**src/rtl/serial_crossbar.sv**
```systemverilog
// Registered bit-serial crossbar: an arbiter request links one master to one slave,
// and the link is held until the master's last beat or an inactivity timeout.
module serial_crossbar #(
   parameter int NUM_MASTERS = 2,
   parameter int NUM_SLAVES  = 3,
   parameter int TIMEOUT     = 64,
   parameter int SEL_W       = 3
) (
   input  logic                   clk,
   input  logic                   rstN,
   input  logic                   req,
   input  logic [SEL_W-1:0]       master_sel,
   input  logic [SEL_W-1:0]       slave_sel,
   output logic                   ack,
   output logic                   sel_err,
   output logic                   busy,
   output logic                   done,
   output logic                   timeout,
   input  logic [NUM_MASTERS-1:0] m_valid,
   input  logic [NUM_MASTERS-1:0] m_last,
   input  logic [NUM_MASTERS-1:0] m_wD,
   input  logic [NUM_MASTERS-1:0] m_control,
   output logic [NUM_MASTERS-1:0] m_ready,
   output logic [NUM_MASTERS-1:0] m_rD,
   output logic [NUM_SLAVES-1:0]  s_valid,
   output logic [NUM_SLAVES-1:0]  s_last,
   output logic [NUM_SLAVES-1:0]  s_wD,
   output logic [NUM_SLAVES-1:0]  s_control,
   input  logic [NUM_SLAVES-1:0]  s_ready,
   input  logic [NUM_SLAVES-1:0]  s_rD
);

   localparam logic [1:0] ST_IDLE    = 2'd0;
   localparam logic [1:0] ST_CONNECT = 2'd1;
   localparam logic [1:0] ST_ACTIVE  = 2'd2;
   localparam logic [1:0] ST_RELEASE = 2'd3;

   localparam int               CNT_W     = (TIMEOUT > 0) ? $clog2(TIMEOUT + 1) : 1;
   localparam logic [CNT_W-1:0] TIMEOUT_C = CNT_W'(TIMEOUT);
   localparam logic [SEL_W-1:0] NM_C      = SEL_W'(NUM_MASTERS);
   localparam logic [SEL_W-1:0] NS_C      = SEL_W'(NUM_SLAVES);

   logic [1:0]             state_q, state_d;
   logic [SEL_W-1:0]       ms_q, ms_d;
   logic [SEL_W-1:0]       sl_q, sl_d;
   logic [CNT_W-1:0]       cnt_q, cnt_d;
   logic                   to_flag_q, to_flag_d;
   logic                   ack_q, ack_d;
   logic                   sel_err_q, sel_err_d;
   logic [NUM_SLAVES-1:0]  s_valid_q, s_valid_d;
   logic [NUM_SLAVES-1:0]  s_last_q, s_last_d;
   logic [NUM_SLAVES-1:0]  s_wd_q, s_wd_d;
   logic [NUM_SLAVES-1:0]  s_control_q, s_control_d;
   logic [NUM_MASTERS-1:0] m_ready_q, m_ready_d;
   logic [NUM_MASTERS-1:0] m_rd_q, m_rd_d;

   logic sel_valid, sel_last, sel_wd, sel_control;
   logic sel_ready, sel_rd;
   logic idx_ok;

   // Pick out the lines of the linked master and slave; unlinked ports never reach the datapath.
   always_comb begin
      sel_valid   = 1'b0;
      sel_last    = 1'b0;
      sel_wd      = 1'b0;
      sel_control = 1'b0;
      sel_ready   = 1'b0;
      sel_rd      = 1'b0;
      for (int i = 0; i < NUM_MASTERS; i++) begin
         if (ms_q == SEL_W'(i + 1)) begin
            sel_valid   = m_valid[i];
            sel_last    = m_last[i];
            sel_wd      = m_wD[i];
            sel_control = m_control[i];
         end
      end
      for (int j = 0; j < NUM_SLAVES; j++) begin
         if (sl_q == SEL_W'(j + 1)) begin
            sel_ready = s_ready[j];
            sel_rd    = s_rD[j];
         end
      end
   end

   assign idx_ok = (master_sel != '0) && (master_sel <= NM_C) &&
                   (slave_sel  != '0) && (slave_sel  <= NS_C);

   // NOTE: every _d gets a default before the case so no path leaves a signal unassigned,
   // which would otherwise infer a latch.
   always_comb begin
      state_d     = state_q;
      ms_d        = ms_q;
      sl_d        = sl_q;
      cnt_d       = cnt_q;
      to_flag_d   = to_flag_q;
      ack_d       = 1'b0;
      sel_err_d   = 1'b0;
      s_valid_d   = s_valid_q;
      s_last_d    = s_last_q;
      s_wd_d      = s_wd_q;
      s_control_d = s_control_q;
      m_ready_d   = m_ready_q;
      m_rd_d      = m_rd_q;

      case (state_q)
         ST_IDLE: begin
            cnt_d     = '0;
            to_flag_d = 1'b0;
            if (req) begin
               if (idx_ok) begin
                  ms_d    = master_sel;
                  sl_d    = slave_sel;
                  ack_d   = 1'b1;
                  state_d = ST_CONNECT;
               end else begin
                  sel_err_d = 1'b1;
               end
            end
         end

         ST_CONNECT: begin
            cnt_d   = '0;
            state_d = ST_ACTIVE;
         end

         ST_ACTIVE: begin
            s_valid_d   = '0;
            s_last_d    = '0;
            s_wd_d      = '0;
            s_control_d = '0;
            m_ready_d   = '0;
            m_rd_d      = '0;
            for (int j = 0; j < NUM_SLAVES; j++) begin
               if (sl_q == SEL_W'(j + 1)) begin
                  s_valid_d[j]   = sel_valid;
                  s_last_d[j]    = sel_last;
                  s_wd_d[j]      = sel_wd;
                  s_control_d[j] = sel_control;
               end
            end
            for (int i = 0; i < NUM_MASTERS; i++) begin
               if (ms_q == SEL_W'(i + 1)) begin
                  m_ready_d[i] = sel_ready;
                  m_rd_d[i]    = sel_rd;
               end
            end

            if (sel_valid) begin
               cnt_d = '0;
            end else if (cnt_q != TIMEOUT_C) begin
               cnt_d = cnt_q + CNT_W'(1);
            end

            // A last beat takes priority, so a release on the same cycle is never a timeout.
            if (sel_valid && sel_last) begin
               state_d = ST_RELEASE;
            end else if ((TIMEOUT > 0) && !sel_valid && (cnt_d == TIMEOUT_C)) begin
               state_d   = ST_RELEASE;
               to_flag_d = 1'b1;
            end
         end

         default: begin
            state_d     = ST_IDLE;
            ms_d        = '0;
            sl_d        = '0;
            cnt_d       = '0;
            to_flag_d   = 1'b0;
            s_valid_d   = '0;
            s_last_d    = '0;
            s_wd_d      = '0;
            s_control_d = '0;
            m_ready_d   = '0;
            m_rd_d      = '0;
         end
      endcase
   end

   // NOTE: state registers use non-blocking assignment so every flop samples pre-edge values.
   always_ff @(posedge clk or negedge rstN) begin
      if (!rstN) begin
         state_q     <= ST_IDLE;
         ms_q        <= '0;
         sl_q        <= '0;
         cnt_q       <= '0;
         to_flag_q   <= 1'b0;
         ack_q       <= 1'b0;
         sel_err_q   <= 1'b0;
         s_valid_q   <= '0;
         s_last_q    <= '0;
         s_wd_q      <= '0;
         s_control_q <= '0;
         m_ready_q   <= '0;
         m_rd_q      <= '0;
      end else begin
         state_q     <= state_d;
         ms_q        <= ms_d;
         sl_q        <= sl_d;
         cnt_q       <= cnt_d;
         to_flag_q   <= to_flag_d;
         ack_q       <= ack_d;
         sel_err_q   <= sel_err_d;
         s_valid_q   <= s_valid_d;
         s_last_q    <= s_last_d;
         s_wd_q      <= s_wd_d;
         s_control_q <= s_control_d;
         m_ready_q   <= m_ready_d;
         m_rd_q      <= m_rd_d;
      end
   end

   assign ack       = ack_q;
   assign sel_err   = sel_err_q;
   assign busy      = (state_q != ST_IDLE);
   assign done      = (state_q == ST_RELEASE);
   assign timeout   = (state_q == ST_RELEASE) && to_flag_q;
   assign s_valid   = s_valid_q;
   assign s_last    = s_last_q;
   assign s_wD      = s_wd_q;
   assign s_control = s_control_q;
   assign m_ready   = m_ready_q;
   assign m_rD      = m_rd_q;

endmodule

```
**config.mk**
```make
export PLATFORM = sky130hd
export DESIGN_NAME = serial_crossbar
export DESIGN_NICKNAME = d
export VERILOG_FILES = /design/src/rtl/serial_crossbar.sv
export SDC_FILE = /design/constraint.sdc
export NUM_CORES = 1
export LEC_CHECK = 0
export CAP_MARGIN = 20
export CORE_MARGIN = 4
export CORE_UTILIZATION = 45
export DETAILED_ROUTE_END_ITERATION = 10
export PLACE_DENSITY = 0.77
export REMOVE_ABC_BUFFERS = 1
export SETUP_SLACK_MARGIN = 0.15
export SLEW_MARGIN = 0
export SYNTH_ARGS = -nofsm -noshare
export SYNTH_HDL_FRONTEND = slang
export SYNTH_SLANG_ARGS = --single-unit
```
**constraint.sdc**
```tcl
create_clock -name clk -period 3.1 [get_ports clk]
set_input_delay 0.465 -clock clk [delete_from_list [all_inputs] [get_ports clk]]
set_output_delay 0.465 -clock clk [all_outputs]
set_load 0.005 [all_outputs]
```
==> results.md <==
* Number of iterations in the first detailed-routing pass at 6
* Count of flip-flops with a built-in enable after synthesis at 0
* Number of vias per cell at 5.45
* Clk_lat worst skew at 0.29 ns
* Launching element type of the critical path: flop
* Status: finished, final reports clean
* Reg2Reg Setup Slack at 0.98 ns
* Standard cell with the maximum stage delay on the critical path: clkdlybuf4s50_1
* Number of nets in the layout at 260
* Leading register cell type out of synthesis: dfrtp_1
* Max Buffers Root-to-Sink at 2
* Routed wire length at 4100 um
* Library cells used by synthesis at 43
* TritonCTS clock tree: yes
* Drt drc at 0
* Endpoint class of the critical path: output pin
* Final Total Pwr at 0.00151 W
* Highest fanout seen on the critical path at 6
* Met3 global-route usage at 4.07%
* Worst setup slack after layout at 0.933 ns
* Average wire per standard cell at 14.6 um
* Number of synthesized register bits at 34
* Root buffer cell: clkbuf_8
* Maximum number of pins on one net before global-route repair at 27
* Worst IR Drop VDD at 0.000359 V
* Starting Density at 47.8%
* Syn-to-layout area delta at 34.8%
* Cell Chain, Critical Path: inv_1, ha_1, inv_1, clkdlybuf4s50_1
* Sequential area share after synthesis at 47.2%
* Gate count of the mapped netlist at 182
* Crit share post-route at 69.9%
* Worst reg2reg path depth at 6
* Global-route wire length before repair at 6710 um
* Antenna violations before repair at 0
* Total die area at 0.00508 mm^2
* Final Max Tran Viols at 0
* Warnings, synthesis at 0
* Arrival time of data at the critical path endpoint at 1.70 ns
* Post-CTS Setup Bufs at 0
* Required time reported for the critical path endpoint at 2.63 ns
* Number of core rows at 22
* CTS clk-pin slew, worst paths at 0.07 ns
* Max Fclk at 462 MHz
* Fin. Hold Viols at 0
* Die extent in x at 71.3 um
* Number of port buffers at 43
* CP Class: flop to output pin
* Cell area after synthesis at 0.00180 mm^2
* Overflow left after global routing at 0
* Fillers at 317
* Clock skew at 0.00706 ns
* Clock buffers created by TritonCTS at 5
* Post-placement setup slack at 0.828 ns
* Slew margin rel. at 62.4%
* Max-Cap Viols at 0
* Via count of the first global-routing pass at 1398
* Average footprint of a synthesized cell at 9.90 um^2
* Total leakage power at 1.02 nW
* Worst min path class: input port to asynchronous set/reset pin
* CTS H-tree depth at 2
* Total Negative Setup Slacks at 0 ns
* Number of clock sinks at 34
* Core region area at 0.00377 mm^2
* Final setup vio count at 0
* Routability Congestion at 0.795
* Diodes inserted at 0
* Slew of the pin with the lowest slew margin at 0.551 ns
* Die height at 71.3 um
* Critical path launch point: state_q[0]
* Fin util at 64.4%
* Slowest cell delay on critical path at 0.50 ns
* CTS Hold Bufs at 0
* End of the worst register-to-register path: s_last[0]
* Launch instance of the worst register-to-register path: state_q[0]
* Most Frequent Cell on Critical Path: inv_1
* Layer carrying the most global-route usage: met2
* Resized cells post-CTS at 0
* Global Route met1 Usage at 23.8%
* Power per unit of standard cell area at 620 mW/mm^2
* Number of routed nets with antenna violations at 0
* Via count at 1526
* Global router's overall resource usage at 17.1%
* Iteration-0 DRC count of the detailed router at 104
* Share of cells above drive strength 1 at 10.3%
* HPWL after detailed placement at 3140 um
* Proportion of synthesized flip-flops having asynchronous set or reset at 100%
* Fin crit period at 2.17 ns
* Met2 demand-to-capacity share in global routing at 25.2%
* I/O pin count at 44
* Setup repair after global routing missed its margin: false
## sequential cells by signal, indices dropped and copies added (netlist names)
signal,cells
s_last,3
m_ready,2
sl_q,3
state_q,2
to_flag_q,1
sel_err,1
ms_q,3
cnt_q,7
s_wD,3
ack,1
s_control,3
m_rD,2
s_valid,3
## cell type report
class / instances / area [um^2] / share of cell area (%)
Tap cell: 48 / 60.1 / 2.47
Clock inverter: 3 / 68.8 / 2.83
Inverter: 9 / 33.8 / 1.39
Clock buffer: 5 / 68.8 / 2.83
Sequential cell: 34 / 851 / 35.0
Timing Repair Buffer: 44 / 438 / 18.0
Multi-Input combinational cell: 137 / 908 / 37.4
## report_power, final
part	leakage [nW]	switching [W]	internal (W)
clock network	0.0683	0.000173	0.000322
registers	0.470	0.0000525	0.000477
logic	0.478	0.000281	0.000200
## stage by stage
step | cells | hold slack, ns | area (um^2)
detailed placement | 272 | 0.469 | 2290
CTS | 280 | 0.486 | 2430
floorplan | 180 | 0.169 | 1790
global route | 280 | 0.504 | 2430
finish | 280 | 0.465 | 2430
global placement | 272 | 0.460 | 2290
## synth_stat cells (6+ instances only)
cell type  number  share of area [%]
nor2_1         14                2.9
o21ai_0        21                5.8
nand3_1         6                1.7
nand3b_1        7                2.9
ha_1            6                4.2
inv_1           9                1.9
nand2_1        23                4.8
dfrtp_1        34                 47
## critical path, delay by kind of cell (launching register included)
kind	cells	cell delay, ns
buffers and inverters	3	0.68
adders and majority gates	1	0.30
DFF	1	0.42
## cells by family (layout without fill, tap and decap cells)
family / Yosys count / after routing / share of synthesized area, %
buf+inv: 11 / 61 / 2.36
compound gates: 50 / 50 / 20.4
mux: 3 / 3 / 1.81
fa+ha+maj: 6 / 6 / 4.17
xor+xnor: 6 / 6 / 2.92
flops: 34 / 34 / 47.2
simple gates: 72 / 72 / 21.1
## routing by layer
metal	vias up	wire length (um)
met4	0	85
met2	40	1900
met5	-	0
met1	733	1930
li1	746	-
met3	7	184
## how the worst max path moves through the flow
stage	to	slack, ns	depth (start not counted)
detailed placement	state_q[1]	0.83	6
finish	busy	0.93	4
CTS	busy	0.91	4
floorplan	state_q[1]	1.30	7
global placement	state_q[1]	0.93	6
global route	s_wD[1]	0.73	6
## layout by cell type (no fill, tap or decap), drive strengths merged, types with 2 or more instances in the layout
master and n:
dfrtp 34, bufinv 2, o21ai 21, xor2 2
nor3 4, nor2 15, ha 6, a22oi 4
nand3 7, clkdlybuf4s50 43, or2 5, nor4 2
mux2 2, and2 4, nor3b 2, a21oi 4
o41ai 2, a22o 4, a21o 4, xnor2 4
clkbuf 5, inv 9, o21a 2, nand3b 7
nand2 23
Note: power is estimated with default switching activity, not from simulation.
